[config.mk]
export PLATFORM = sky130hd
export DESIGN_NAME = period_scheduler
export DESIGN_NICKNAME = d
export VERILOG_FILES = /design/src/rtl/period_scheduler.sv
export SDC_FILE = /design/constraint.sdc
export NUM_CORES = 1
export LEC_CHECK = 0
export CAP_MARGIN = 10
export CORE_MARGIN = 2
export CORE_UTILIZATION = 40
export DETAILED_ROUTE_END_ITERATION = 7
export DONT_BUFFER_PORTS = 1
export SETUP_SLACK_MARGIN = 0.2
export SLEW_MARGIN = 30
export SYNTH_ARGS = -nofsm -noshare
export SYNTH_HDL_FRONTEND = slang
export SYNTH_SLANG_ARGS = --single-unit
[constraint.sdc]
create_clock -name clk -period 2.05 [get_ports clk]
set_input_delay 0.41 -clock clk [delete_from_list [all_inputs] [get_ports clk]]
set_output_delay 0.41 -clock clk [all_outputs]
set_load 0.01 [all_outputs]
[src/rtl/period_scheduler.sv]
// Class-period scheduler: turns timer minutes and day-end pulses into period/phase
// state and issues a seat-clear request, over a req/ack handshake, at every period end.
module period_scheduler #(
  parameter int unsigned TIME_W      = 11,
  parameter int unsigned NUM_PERIODS = 8,
  parameter int unsigned IDX_W       = 3,
  parameter int unsigned DAY_START   = 0,
  parameter int unsigned PERIOD_LEN  = 50,
  parameter int unsigned BREAK_LEN   = 10
) (
  input  logic              clk,
  input  logic              rst_n,
  input  logic [TIME_W-1:0] time_in,
  input  logic              day_end,
  input  logic              clear_ack,
  output logic [IDX_W-1:0]  period_idx,
  output logic              in_class,
  output logic              in_break,
  output logic              day_done,
  output logic              period_start,
  output logic              period_end,
  output logic              clear_req,
  output logic [IDX_W-1:0]  clear_period,
  output logic              overrun
);

  localparam logic [1:0] ST_IDLE  = 2'd0;
  localparam logic [1:0] ST_CLASS = 2'd1;
  localparam logic [1:0] ST_BREAK = 2'd2;
  localparam logic [1:0] ST_DONE  = 2'd3;

  localparam logic [TIME_W-1:0] START_T  = TIME_W'(DAY_START);
  localparam logic [TIME_W-1:0] PER_T    = TIME_W'(PERIOD_LEN);
  localparam logic [TIME_W-1:0] BRK_T    = TIME_W'(BREAK_LEN);
  localparam logic [IDX_W-1:0]  LAST_IDX = IDX_W'(NUM_PERIODS - 1);

  logic [1:0]        state_q, state_d;
  logic [TIME_W-1:0] next_evt_q, next_evt_d;
  logic [IDX_W-1:0]  idx_q, idx_d;
  logic              in_class_q, in_class_d;
  logic              in_break_q, in_break_d;
  logic              day_done_q, day_done_d;
  logic              start_q, start_d;
  logic              end_q, end_d;
  logic              req_q, req_d;
  logic [IDX_W-1:0]  clr_idx_q, clr_idx_d;
  logic              ovr_q, ovr_d;
  logic              match;
  logic              issue;

  assign match = (time_in == next_evt_q);

  // Next-state, boundary tracking and clear handshake.
  always_comb begin
    state_d    = state_q;
    next_evt_d = next_evt_q;
    idx_d      = idx_q;
    start_d    = 1'b0;
    end_d      = 1'b0;
    req_d      = req_q;
    clr_idx_d  = clr_idx_q;
    ovr_d      = ovr_q;
    issue      = 1'b0;

    if (day_end) begin
      idx_d = '0;
      // Timer wrapping to the day start on its own pulse opens period 0 directly.
      if (time_in == START_T) begin
        state_d    = ST_CLASS;
        next_evt_d = START_T + PER_T;
        start_d    = 1'b1;
      end else begin
        state_d    = ST_IDLE;
        next_evt_d = START_T;
      end
    end else if (match) begin
      case (state_q)
        ST_IDLE: begin
          state_d    = ST_CLASS;
          idx_d      = '0;
          next_evt_d = next_evt_q + PER_T;
          start_d    = 1'b1;
        end
        ST_CLASS: begin
          end_d = 1'b1;
          issue = 1'b1;
          if (idx_q < LAST_IDX) begin
            state_d    = ST_BREAK;
            next_evt_d = next_evt_q + BRK_T;
          end else begin
            state_d = ST_DONE;
          end
        end
        ST_BREAK: begin
          state_d    = ST_CLASS;
          idx_d      = idx_q + IDX_W'(1);
          next_evt_d = next_evt_q + PER_T;
          start_d    = 1'b1;
        end
        default: ;
      endcase
    end

    // A new clear is accepted only if the slot is free or being acked this cycle.
    if (issue) begin
      if (!req_q || clear_ack) begin
        req_d     = 1'b1;
        clr_idx_d = idx_q;
      end else begin
        ovr_d = 1'b1;
      end
    end else if (req_q && clear_ack) begin
      req_d = 1'b0;
    end

    in_class_d = (state_d == ST_CLASS);
    in_break_d = (state_d == ST_BREAK);
    day_done_d = (state_d == ST_DONE);
  end

  always_ff @(posedge clk or negedge rst_n) begin
    if (!rst_n) begin
      state_q    <= ST_IDLE;
      next_evt_q <= START_T;
      idx_q      <= '0;
      in_class_q <= 1'b0;
      in_break_q <= 1'b0;
      day_done_q <= 1'b0;
      start_q    <= 1'b0;
      end_q      <= 1'b0;
      req_q      <= 1'b0;
      clr_idx_q  <= '0;
      ovr_q      <= 1'b0;
    end else begin
      state_q    <= state_d;
      next_evt_q <= next_evt_d;
      idx_q      <= idx_d;
      in_class_q <= in_class_d;
      in_break_q <= in_break_d;
      day_done_q <= day_done_d;
      start_q    <= start_d;
      end_q      <= end_d;
      req_q      <= req_d;
      clr_idx_q  <= clr_idx_d;
      ovr_q      <= ovr_d;
    end
  end

  assign period_idx   = idx_q;
  assign in_class     = in_class_q;
  assign in_break     = in_break_q;
  assign day_done     = day_done_q;
  assign period_start = start_q;
  assign period_end   = end_q;
  assign clear_req    = req_q;
  assign clear_period = clr_idx_q;
  assign overrun      = ovr_q;

endmodule

Word-level counts from Yosys, hierarchy flattened
Cells that the tools add are included.
- flip-flop bits (word level): 26
- input bits: 15
- logic and storage cells: 62
- $add $sub $neg: 3
- $lt $le $gt $ge: 1
- eq/ne operators: 8
- muxes and demuxes: 23
- bitwise logic cells: 1
- reductions and logical operators: 15
- operator list (kind ; count):
    2-to-1 mux 11 bit ; 3
    one-hot mux 11 bit (2 select lines) ; 1
    2-to-1 mux 1 bit ; 12
    adder 11 x 4 -> 11 bit (second input constant) ; 1
    adder 11 x 6 -> 11 bit (second input constant) ; 1
    == test 11 bit ; 1
    logical NOT 11 bit ; 1
    AND reduction 2 bit ; 4
    == test 2 bit (second input constant) ; 3
    2-to-1 mux 3 bit ; 2
    2-to-1 mux 6 bit ; 1
    one-hot mux 3 bit (2 select lines) ; 1
    nonzero test 3 bit ; 2
    == test 2 x 1 -> 1 bit (second input constant) ; 2
    2-to-1 mux 2 bit ; 2
    one-hot mux 2 bit (2 select lines) ; 1
    nonzero test 2 bit ; 2
    adder 3 x 1 -> 3 bit (second input constant) ; 1
    less-than comparator 3 bit (second input constant) ; 1
    != test 3 bit (second input constant) ; 1
    AND reduction 3 bit ; 1
    logical NOT 2 bit ; 1
    != test 2 x 1 -> 1 bit (second input constant) ; 1
    OR reduction 2 bit ; 1
    other kinds (4) ; 4

Longest topological paths before layout
- depth after elaboration: 6
- gate-level depth with buffers: 7

Worst setup path after synthesis
No wires, ideal clock.
- path type: flip-flop to flip-flop
- start: register next_evt_q[6]
- end: register next_evt_q[8]
- library setup time: 0.125 ns
- data arrival time: 1.859 ns
- data required time: 1.925 ns
- path slack: 0.067 ns
- cell stages (with the launch flop): 7
- buffers on the path: 1
- period minus slack after synthesis: 1.983 ns
- cell sequence: dfrtp_1 -> xor2_1 -> nor4_4 -> nand3_2 -> buf_2 -> nor4_1 -> mux2_2
- cells in the longest elaborated chain, start to end: 5
- elaborated cells on any way between the ends: 9
- those cells by class: add/sub: 2; eq/ne: 1; mux: 4; reduce/logical: 2
- ends and longest elaborated chain (what ; line ; text):
    start: declaration ; 38 ; logic [TIME_W-1:0] next_evt_q, next_evt_d;
    start signal: assignment ; 136 ; next_evt_q <= next_evt_d;
    adder 11 x 4 -> 11 bit ; 89 ; next_evt_d = next_evt_q + BRK_T;
    2-to-1 mux 11 bit ; 87 ; if (idx_q < LAST_IDX) begin
    one-hot mux 11 bit (2 select lines) ; 77 ; case (state_q)
    2-to-1 mux 11 bit ; 76 ; end else if (match) begin
    2-to-1 mux 11 bit ; 65 ; if (day_end) begin
Several ways; a longest one is shown, not always the timed one. The select of a mux whose other input is x is not followed.
A chain may end at the register's enable or synchronous reset.

Worst setup path after layout
- start: register next_evt_q[1]
- end: register next_evt_q[6]
The elaborated chain is that of the path after synthesis.

==> run metrics <==
unrepaired setup endpoints after global routing yes; most area-hungry cell type in the Yosys netlist dfrtp_1; setup ws final 0.02488 ns; core area 0.003416 mm^2; met1 wire length 1723 um; critical path class reg2reg; gr ovfl total 0; share of cells above drive strength 1 0.4941; P&R area growth vs syn 37.75%; DRC 0; Sink Count 25; register area share after synthesis 0.4299; Main synth FF type dfrtp_1; post-detail-place hpwl 2480 um; Via density 5.852; met3 wire len 182 um; top-area cell type share of the netlist area 0.4299; worst skew pair latency 0.34 ns; synth cell count leaders 25 x dfrtp_1, 11 x a21oi_1, 10 x xor2_1; Synth Register Bits 25; CP Max Fanout 4; Post-Synthesis Net Count 159; final hold vios 0; Total Power 848.0 uW; EDFF count, synth 0; first-pass GRT wire length 6065 um; synth warn 0; power density cells 423.1 mW/mm^2; vias in the first global route 1224; Critical Path RT 2.33 ns; overall die height 64.32 um; die area 0.004136 mm^2; outcome finished, final reports clean; CP arrival 2.31 ns; asr flop ratio synth 1.000; MaxCap Viol Count 0; final number of setup-violating endpoints 0; CP startpoint kind flip-flop; clk buf depth 2; Slew Limit Fails 0; Final min period 2.025 ns; Worst Setup SP next_evt_q[1]$_DFFE_PN0P_; Via Count 1264; worst vdd ir 0.2233 mV; initial antenna violation count 0; ant diodes 0; Synth Cell Area 0.001455 mm^2; GPL Wtd Cong 0.8393; CTS H-Tree Depth 1; most common cell in the netlist dfrtp_1; crit path capture type flip-flop; met2 routed WL 1905 um; largest net degree at the start of global routing 26; Root Driver clkbuf_4; FMAX 493.8 MHz; Pre-antenna DRT Iters 5; Ports 28; die width 64.32 um; Hold Crit Start day_end; RR Startpoint next_evt_q[1]$_DFFE_PN0P_; # port buffers 0; reg2reg setup slack 0.02 ns; Clk pin slew, worst setup/hold paths 0.15 ns; Max-Slew Margin vs Limit 0.7405; Syn Inst Count 139; drt wl/cell 18.01 um; top cells by area, synth dfrtp_1 43%, xor2_1 6.0%, ha_1 4.3%; Worst Hold Class in2reg; DR top layer met4; final cycle utilization of the critical path 0.9879; Starting Density 0.4260; Slew @ Worst Pin 0.3879 ns; Routed Antenna Nets 0; Post-Place Worst Slack -0.05173 ns; # nets final 191; clk_skew 0.004063 ns; TritonCTS clock tree yes; CTS Buf Count 3; Avg Inst Size Synth 10.47 um^2; Row Count 21; Netlist cell types 45; total wire length 3890 um; Total GRT Usage 0.1894; Iteration-0 DRC Markers 82; leakage 0.8326 nW
-- per-layer routing --
layer | GRT usage | vias to the layer above
li1 | - | 582
met1 | 0.2606 | 630
met2 | 0.3008 | 46
met3 | 0.03345 | 6
met4 | 0.06383 | 0
met5 | 0 | -
-- path summary, 6_finish.rpt --
kind,to,cells after the start
worst max-delay path,next_evt_q[6]$_DFFE_PN0P_,6
worst min-delay path,next_evt_q[7]$_DFFE_PN0P_,1
worst max register to register,next_evt_q[6]$_DFFE_PN0P_,6
worst min register to register,overrun$_DFFE_PN0P_,1
max in group asynchronous,period_idx[2]$_DFFE_PN0P_,2
min in group asynchronous,next_evt_q[7]$_DFFE_PN0P_,2
-- state kept, by name, indices dropped and copies added (netlist names), 2 cells and up --
register      count
next_evt_q       10
clear_period      3
period_idx        3
state_q           2
-- critical path, stage by stage, from the launching register on --
cell and delay [ns]:
dfrtp_1 0.44, xor2_1 0.15, nor3_1 0.33, nand3_2 0.22, buf_6 0.17, or4_4 0.51, a21oi_2 0.14
-- power breakdown --
| group | internal, mW | total (mW) | leakage, nW | switching, mW |
|---|---|---|---|---|
| Combinational | 0.0495 | 0.101 | 0.479 | 0.0517 |
| Sequential | 0.497 | 0.502 | 0.340 | 0.00449 |
| Clock | 0.0749 | 0.245 | 0.0139 | 0.170 |
-- final cells by class --
type / instances / area (um^2)
flip-flops and latches: 25 / 629.4
clock buffers: 3 / 22.52
well taps: 46 / 57.56
clock inverters: 1 / 7.507
inverters: 5 / 18.77
fillers: 293 / 1411
repair buffers: 34 / 292.8
multi-input cells: 102 / 975.9
-- cell families after synthesis --
group,share of synthesized area
and+or+nand+nor,0.2046
adders and majority gates,0.04299
buffers and inverters,0.03783
AOI/OAI and AO/OA,0.1479
muxes,0.05847
DFF,0.4299
xor gates and xnor gates,0.07825
-- through the flow --
step	util	std cells	TNS, ns	cell area (um^2)	hold slack [ns]
finish	0.5868	216	0	2004	0.1029
global route	0.5868	216	-0.2545	2004	0.07836
CTS	0.5297	209	0	1809	0.1045
detailed placement	0.4846	197	-0.1693	1655	0.1152
global placement	0.4846	197	-0.0002995	1655	0.1152
floorplan	-	139	0	1499	0.1144
-- cell usage in the layout (no fill, tap or decap), types with 4 or more instances in the layout --
cell      instances
xor2_1            9
buf_4            26
dfrtp_1          22
inv_1             4
buf_6             6
a21oi_2           7
nand2b_1          4
nor2_1            6
-- repair_timing --
action,4_1_cts,5_1_grt
setup buffers,6,6
hold buffers,2,0
setup endpoints to repair,14,20
pin swaps,11,21
cloned,0,1
hold endpoints to repair,25,0
resized for setup,10,37
Power figures use the tool's default switching activity.
